==> src/rtl/eva_ahb_pkg.sv <==
// AHB-Lite encodings, the in-flight transfer record and the front-end
// FSM states shared by the EVA requester arbiter.
package eva_ahb_pkg;

  localparam logic [1:0] HTRANS_IDLE   = 2'b00;
  localparam logic [1:0] HTRANS_NONSEQ = 2'b10;
  localparam logic [1:0] HRESP_OKAY    = 2'b00;
  localparam logic [2:0] HSIZE_WORD    = 3'b010;
  localparam logic [2:0] HBURST_SINGLE = 3'b000;

  // Wide enough for the largest supported requester count (8)
  localparam int unsigned IDX_W = 3;

  typedef struct packed {
    logic [IDX_W-1:0] idx;
    logic             write;
    logic [31:0]      addr;
    logic [31:0]      wdata;
  } ahb_xfer_t;

  typedef enum logic {
    ST_RUN  = 1'b0,
    ST_ERR2 = 1'b1
  } ahb_state_t;

endpackage

==> src/rtl/eva_rr_arb.sv <==
// Round-robin arbiter: combinational one-hot grant from a request vector,
// with the priority pointer advancing past the winner when the grant is taken.
module eva_rr_arb #(
  parameter  int unsigned N  = 4,
  localparam int unsigned IW = (N > 1) ? $clog2(N) : 1
) (
  input  logic          hclk,
  input  logic          rst_n,
  input  logic [N-1:0]  i_req,
  input  logic          i_en,
  output logic [N-1:0]  o_gnt,
  output logic [IW-1:0] o_idx
);

  logic [IW-1:0] r_ptr;
  logic [IW-1:0] w_cand;
  logic          w_found;

  // Scan from the pointer upwards, wrapping, and keep the first hit
  always_comb begin
    o_gnt   = '0;
    o_idx   = '0;
    w_found = 1'b0;
    w_cand  = '0;
    for (int unsigned k = 0; k < N; k++) begin
      w_cand = IW'((32'(r_ptr) + k) % N);
      if (!w_found && i_req[w_cand]) begin
        w_found = 1'b1;
        o_idx   = w_cand;
      end
    end
    if (i_en && w_found) begin
      o_gnt[o_idx] = 1'b1;
    end
  end

  always_ff @(posedge hclk) begin
    if (!rst_n) begin
      r_ptr <= '0;
    end else if (i_en && w_found) begin
      r_ptr <= (32'(o_idx) == N - 1) ? '0 : o_idx + 1'b1;
    end
  end

endmodule

==> src/rtl/eva_ahb_req_arb.sv <==
// AHB-Lite master front-end: round-robin shares one master port between
// NREQ single-word requesters, pipelining address and data phases.
module eva_ahb_req_arb
  import eva_ahb_pkg::*;
#(
  parameter int unsigned NREQ = 4
) (
  input  logic               hclk,
  input  logic               rst_n,
  input  logic [NREQ-1:0]    req_valid,
  input  logic [NREQ-1:0]    req_write,
  input  logic [NREQ*32-1:0] req_addr,
  input  logic [NREQ*32-1:0] req_wdata,
  output logic [NREQ-1:0]    req_ready,
  output logic [NREQ-1:0]    rsp_valid,
  output logic [31:0]        rsp_rdata,
  output logic               rsp_err,
  output logic [1:0]         htrans,
  output logic               hwrite,
  output logic [31:0]        haddr,
  output logic [31:0]        hwdata,
  output logic [2:0]         hsize,
  output logic [2:0]         hburst,
  input  logic               hready,
  input  logic [1:0]         hresp,
  input  logic [31:0]        hrdata
);

  localparam int unsigned IW = (NREQ > 1) ? $clog2(NREQ) : 1;

  ahb_state_t      r_state, w_state_nxt;
  ahb_xfer_t       r_a, r_d, w_a_nxt, w_d_nxt, w_sel;
  logic            r_a_vld, r_d_vld, w_a_vld_nxt, w_d_vld_nxt;
  logic [NREQ-1:0] r_req_ready, r_rsp_valid, w_rsp_valid_nxt;
  logic [NREQ-1:0] w_elig, w_gnt, w_d_onehot;
  logic [31:0]     r_rsp_rdata, w_rsp_rdata_nxt;
  logic            r_rsp_err, w_rsp_err_nxt;
  logic            w_grant_en;
  logic [IW-1:0]   w_gidx;

  // A requester whose req_ready is high this cycle is still holding its old payload
  assign w_elig     = req_valid & ~r_req_ready;
  assign w_grant_en = (r_state == ST_RUN) && hready;

  eva_rr_arb #(.N(NREQ)) u_arb (
    .hclk  (hclk),
    .rst_n (rst_n),
    .i_req (w_elig),
    .i_en  (w_grant_en),
    .o_gnt (w_gnt),
    .o_idx (w_gidx)
  );

  always_comb begin
    w_sel      = '0;
    w_sel.idx  = IDX_W'(w_gidx);
    w_d_onehot = '0;
    for (int unsigned i = 0; i < NREQ; i++) begin
      if (w_gnt[i]) begin
        w_sel.write = req_write[i];
        w_sel.addr  = req_addr[32*i +: 32];
        w_sel.wdata = req_wdata[32*i +: 32];
      end
      w_d_onehot[i] = (32'(r_d.idx) == i);
    end
  end

  always_comb begin
    w_state_nxt     = r_state;
    w_a_nxt         = r_a;
    w_a_vld_nxt     = r_a_vld;
    w_d_nxt         = r_d;
    w_d_vld_nxt     = r_d_vld;
    w_rsp_valid_nxt = '0;
    w_rsp_rdata_nxt = r_rsp_rdata;
    w_rsp_err_nxt   = r_rsp_err;
    case (r_state)
      ST_RUN: begin
        if (hready) begin
          if (r_d_vld) begin
            w_rsp_valid_nxt = w_d_onehot;
            w_rsp_rdata_nxt = r_d.write ? '0 : hrdata;
            w_rsp_err_nxt   = (hresp != HRESP_OKAY);
          end
          if (r_a_vld) begin
            w_d_nxt = r_a;
          end
          w_d_vld_nxt = r_a_vld;
          w_a_vld_nxt = |w_gnt;
          if (|w_gnt) begin
            w_a_nxt = w_sel;
          end
        end else if (r_d_vld && (hresp != HRESP_OKAY)) begin
          w_state_nxt = ST_ERR2;
        end
      end
      ST_ERR2: begin
        // Second ERROR cycle: retire D, keep A to re-present it
        if (hready) begin
          w_rsp_valid_nxt = w_d_onehot;
          w_rsp_rdata_nxt = r_d.write ? '0 : hrdata;
          w_rsp_err_nxt   = 1'b1;
          w_d_vld_nxt     = 1'b0;
          w_state_nxt     = ST_RUN;
        end
      end
      default: w_state_nxt = ST_RUN;
    endcase
  end

  always_ff @(posedge hclk) begin
    if (!rst_n) begin
      r_state     <= ST_RUN;
      r_a         <= '0;
      r_d         <= '0;
      r_a_vld     <= 1'b0;
      r_d_vld     <= 1'b0;
      r_req_ready <= '0;
      r_rsp_valid <= '0;
      r_rsp_rdata <= '0;
      r_rsp_err   <= 1'b0;
    end else begin
      r_state     <= w_state_nxt;
      r_a         <= w_a_nxt;
      r_d         <= w_d_nxt;
      r_a_vld     <= w_a_vld_nxt;
      r_d_vld     <= w_d_vld_nxt;
      r_req_ready <= w_gnt;
      r_rsp_valid <= w_rsp_valid_nxt;
      r_rsp_rdata <= w_rsp_rdata_nxt;
      r_rsp_err   <= w_rsp_err_nxt;
    end
  end

  assign htrans    = (r_a_vld && (r_state == ST_RUN)) ? HTRANS_NONSEQ : HTRANS_IDLE;
  assign hwrite    = r_a.write;
  assign haddr     = r_a.addr;
  assign hwdata    = r_d.wdata;
  assign hsize     = HSIZE_WORD;
  assign hburst    = HBURST_SINGLE;
  assign req_ready = r_req_ready;
  assign rsp_valid = r_rsp_valid;
  assign rsp_rdata = r_rsp_rdata;
  assign rsp_err   = r_rsp_err;

endmodule

==> config.mk <==
export PLATFORM = sky130hd
export DESIGN_NAME = eva_ahb_req_arb
export DESIGN_NICKNAME = d
export VERILOG_FILES = /design/src/rtl/eva_ahb_pkg.sv /design/src/rtl/eva_rr_arb.sv /design/src/rtl/eva_ahb_req_arb.sv
export SDC_FILE = /design/constraint.sdc
export NUM_CORES = 1
export LEC_CHECK = 0
export ABC_AREA = 1
export BUFFER_PORTS_ARGS = -buffer_cell sky130_fd_sc_hd__buf_2
export CAP_MARGIN = 20
export CORE_AREA = 2 2 163 165
export DETAILED_ROUTE_END_ITERATION = 7
export DIE_AREA = 0 0 165 167
export PLACE_DENSITY = 0.69
export SLEW_MARGIN = 0
export SYNTH_ARGS = -nofsm -noshare
export SYNTH_HDL_FRONTEND = slang
export SYNTH_SLANG_ARGS = --single-unit
==> constraint.sdc <==
create_clock -name hclk -period 3.5 [get_ports hclk]
set_input_delay 0.35 -clock hclk [delete_from_list [all_inputs] [get_ports hclk]]
set_output_delay 0.35 -clock hclk [all_outputs]
set_load 0.05 [all_outputs]
==> results_dict.tcl <==
set metrics [dict create \
    synth-seq-cells 148 \
    mostFrequentLayoutCells "buf_2 (407), nand2_1 (258), nand3_1 (179)" \
    layout_commonest_cell "buf_2" \
    die_w_um 165 \
    tns_ns 0 \
    die_area_sq_mm 0.0276 \
    setup_violations 0 \
    ios 415 \
    finalHoldViolCount 0 \
    finalCritPeriodShare_pct 82.3 \
    fp.dieH_um 167 \
    synth_warnings 0 \
    worst_setup_path_end_kind "flip-flop" \
    initial_core_util_pct 35.3 \
    cts-resized-gates 0 \
    route.final.wire_length_um 32300 \
    regToRegStartpoint "u_arb.r_ptr[1]" \
    instances_no_fill 2049 \
    worst-path-max-fanout 31 \
    routedWlPerCell_um 15.7 \
    endpoint "r_a[1]" \
    htree_levels 4 \
    dp_hpwl_um 22200 \
    synth.cell_area_sq_mm 0.00910 \
    fillers 2727 \
    hold_buffers 0 \
    rsz0062_at_grt "no" \
    synthDistinctLibCells 29 \
    gp_congestion 0.907 \
    hold_depth 2 \
    slew_headroom_pct 31.9 \
    powerDensity_mw_per_mm2 883 \
    via_count 10103 \
    cts_buffers 17 \
    route.detailed.drc 0 \
    firstDrtPassIters 5 \
    drv_cap 0 \
    clockRootBuffer "clkbuf_16" \
    path_clk_slew_ns 0.07 \
    syn_inst 1415 \
    peakVddDrop_v 0.000602 \
    placedCellCount 2015 \
    cts_tree "yes" \
    antenna_found_initial 2 \
    nets 2001 \
    period_minus_slack_ns 2.88 \
    multi_input_area_sq_mm 0.00458 \
    num_rows 59 \
    max_freq_ghz 0.347 \
    r2r_end "r_a[1]" \
    start_kind "flip-flop" \
    synthToLayoutAreaGrowth_pct 25.5 \
    slew_viol_final 0 \
    cp-startpoint "u_arb.r_ptr[1]" \
    critical_path_arrival_ns 3.17 \
    worst_pin_slew_ns 1.02 \
    grt_max_degree 46 \
    core_sq_mm 0.0258 \
    portBuffers 407 \
    status "completed" \
    hold_class "in -> reg" \
    cts_setup_buffers 0 \
    cts_max_path_buffers 2 \
    drt_iter0_drc 820 \
    drive_gt1_share_pct 29.4 \
    syn_area_per_cell_sq_um 6.43 \
    vias_per_cell 4.93 \
    grt_pass1_vias 9659 \
    seq_area_frac_synth_pct 32.6 \
    skew_ns 0.0231 \
    path_class "reg -> reg" \
    r2r_cells 17 \
    p_leak_uw 0.00584 \
    grt_usage_pct 22.8 \
    cts_sinks 148 \
    cp_data_required_time_ns 3.78 \
    r2r_slack_ns 0.62 \
    insertion_delay_ns 0.43 \
    antenna_left 0 \
    register_area_sq_mm 0.00296 \
    overflow 0 \
    grt_pass1_wl_um 49700 \
]
-- synth_stat cells (all sizes together) --
cell type	n	share of area [%]
ha	1	0.14
nor2	141	6.0
nor4	3	0.21
conb	2	0.083
nand2	265	11
nand4	3	0.27
nand3	183	10
nor3	4	0.22
o21ai	101	5.6
a211oi	1	0.083
inv	151	6.2
or2	65	4.5
o21bai	65	5.4
dfxtp	148	33
clkinv	1	0.041
buf	123	9.4
clkbuf	50	2.1
a21oi	108	5.9
-- critical path: stages, from the launching register on --
cell      delay (ns)
dfxtp_1         0.37
inv_1           0.18
nand2_1         0.10
nand2_2         0.12
nand3_1         0.09
nand2_2         0.11
nand4_1         0.20
nand2_2         0.19
inv_1           0.09
ha_1            0.23
nand3_4         0.09
buf_4           0.36
nor2_1          0.06
o21bai_1        0.16
nand3_1         0.08
nand2_1         0.12
nand2_1         0.10
a21oi_1         0.06
-- power breakdown --
group          switching [uW]  internal (uW)
logic                    4230           1720
clock network             904            972
registers                 193           2070
total                    5330           4760
-- sequential cells by signal, summed over array words and instances, names as in the netlist --
register and cells:
haddr 32, hwdata 32, hwrite 1, r_a 34, r_a_vld 1, r_d 3, r_d_vld 1, r_state 1
req_ready 4, rsp_err 1, rsp_rdata 32, rsp_valid 4, u_arb.r_ptr 2
-- worst min path at each step --
stage | slack [ns] | from | to
2_1_floorplan | 0.42 | r_d[66] | rsp_valid[1]
3_3_place_gp | 0.43 | r_d[66] | rsp_valid[1]
3_5_place_dp | 0.44 | r_d[65] | rsp_valid[2]
4_1_cts | 0.07 | hready | r_state
5_1_grt | 0.09 | hready | r_state
6_report | 0.09 | hready | r_state
-- per-stage QoR --
step	total power [uW]	hold WS [ns]	setup WS [ns]	instance area [sq um]	utilization [%]
6_report	10100	0.0914	0.619	11400	44.3
5_1_grt	10900	0.0914	0.297	11400	44.3
4_1_cts	10100	0.0741	0.618	11400	44.3
3_5_place_dp	8240	0.441	0.637	10800	41.9
3_3_place_gp	8170	0.434	0.747	10800	41.9
2_1_floorplan	6930	0.424	0.785	9120	-
-- layer usage --
metal  wire [um]  GRT usage [%]
met5           0              0
met4         841           7.98
met3        2340           4.21
met2       15300           38.8
met1       13800           28.6
-- kinds of logic (layout without fill, tap and decap cells) --
family	count (synthesis)	count (layout)	synth area share (%)
buf+inv	325	617	17.7
fa+ha+maj	1	1	0.137
flops	148	148	32.6
compound gates	275	275	16.9
simple gates	664	664	32.5
other cells	2	9	0.0825
-- area by class of cell --
type / instances / share of cell area (%)
inverters: 152 / 5.01
well taps: 335 / 3.67
clock inverters: 15 / 1.61
repair buffers: 433 / 19.9
diodes: 2 / 0.0438
multi-input cells: 947 / 40.1
clock buffers: 17 / 3.73
flip-flops and latches: 148 / 25.9
Note: power is estimated with default switching activity, not from simulation.
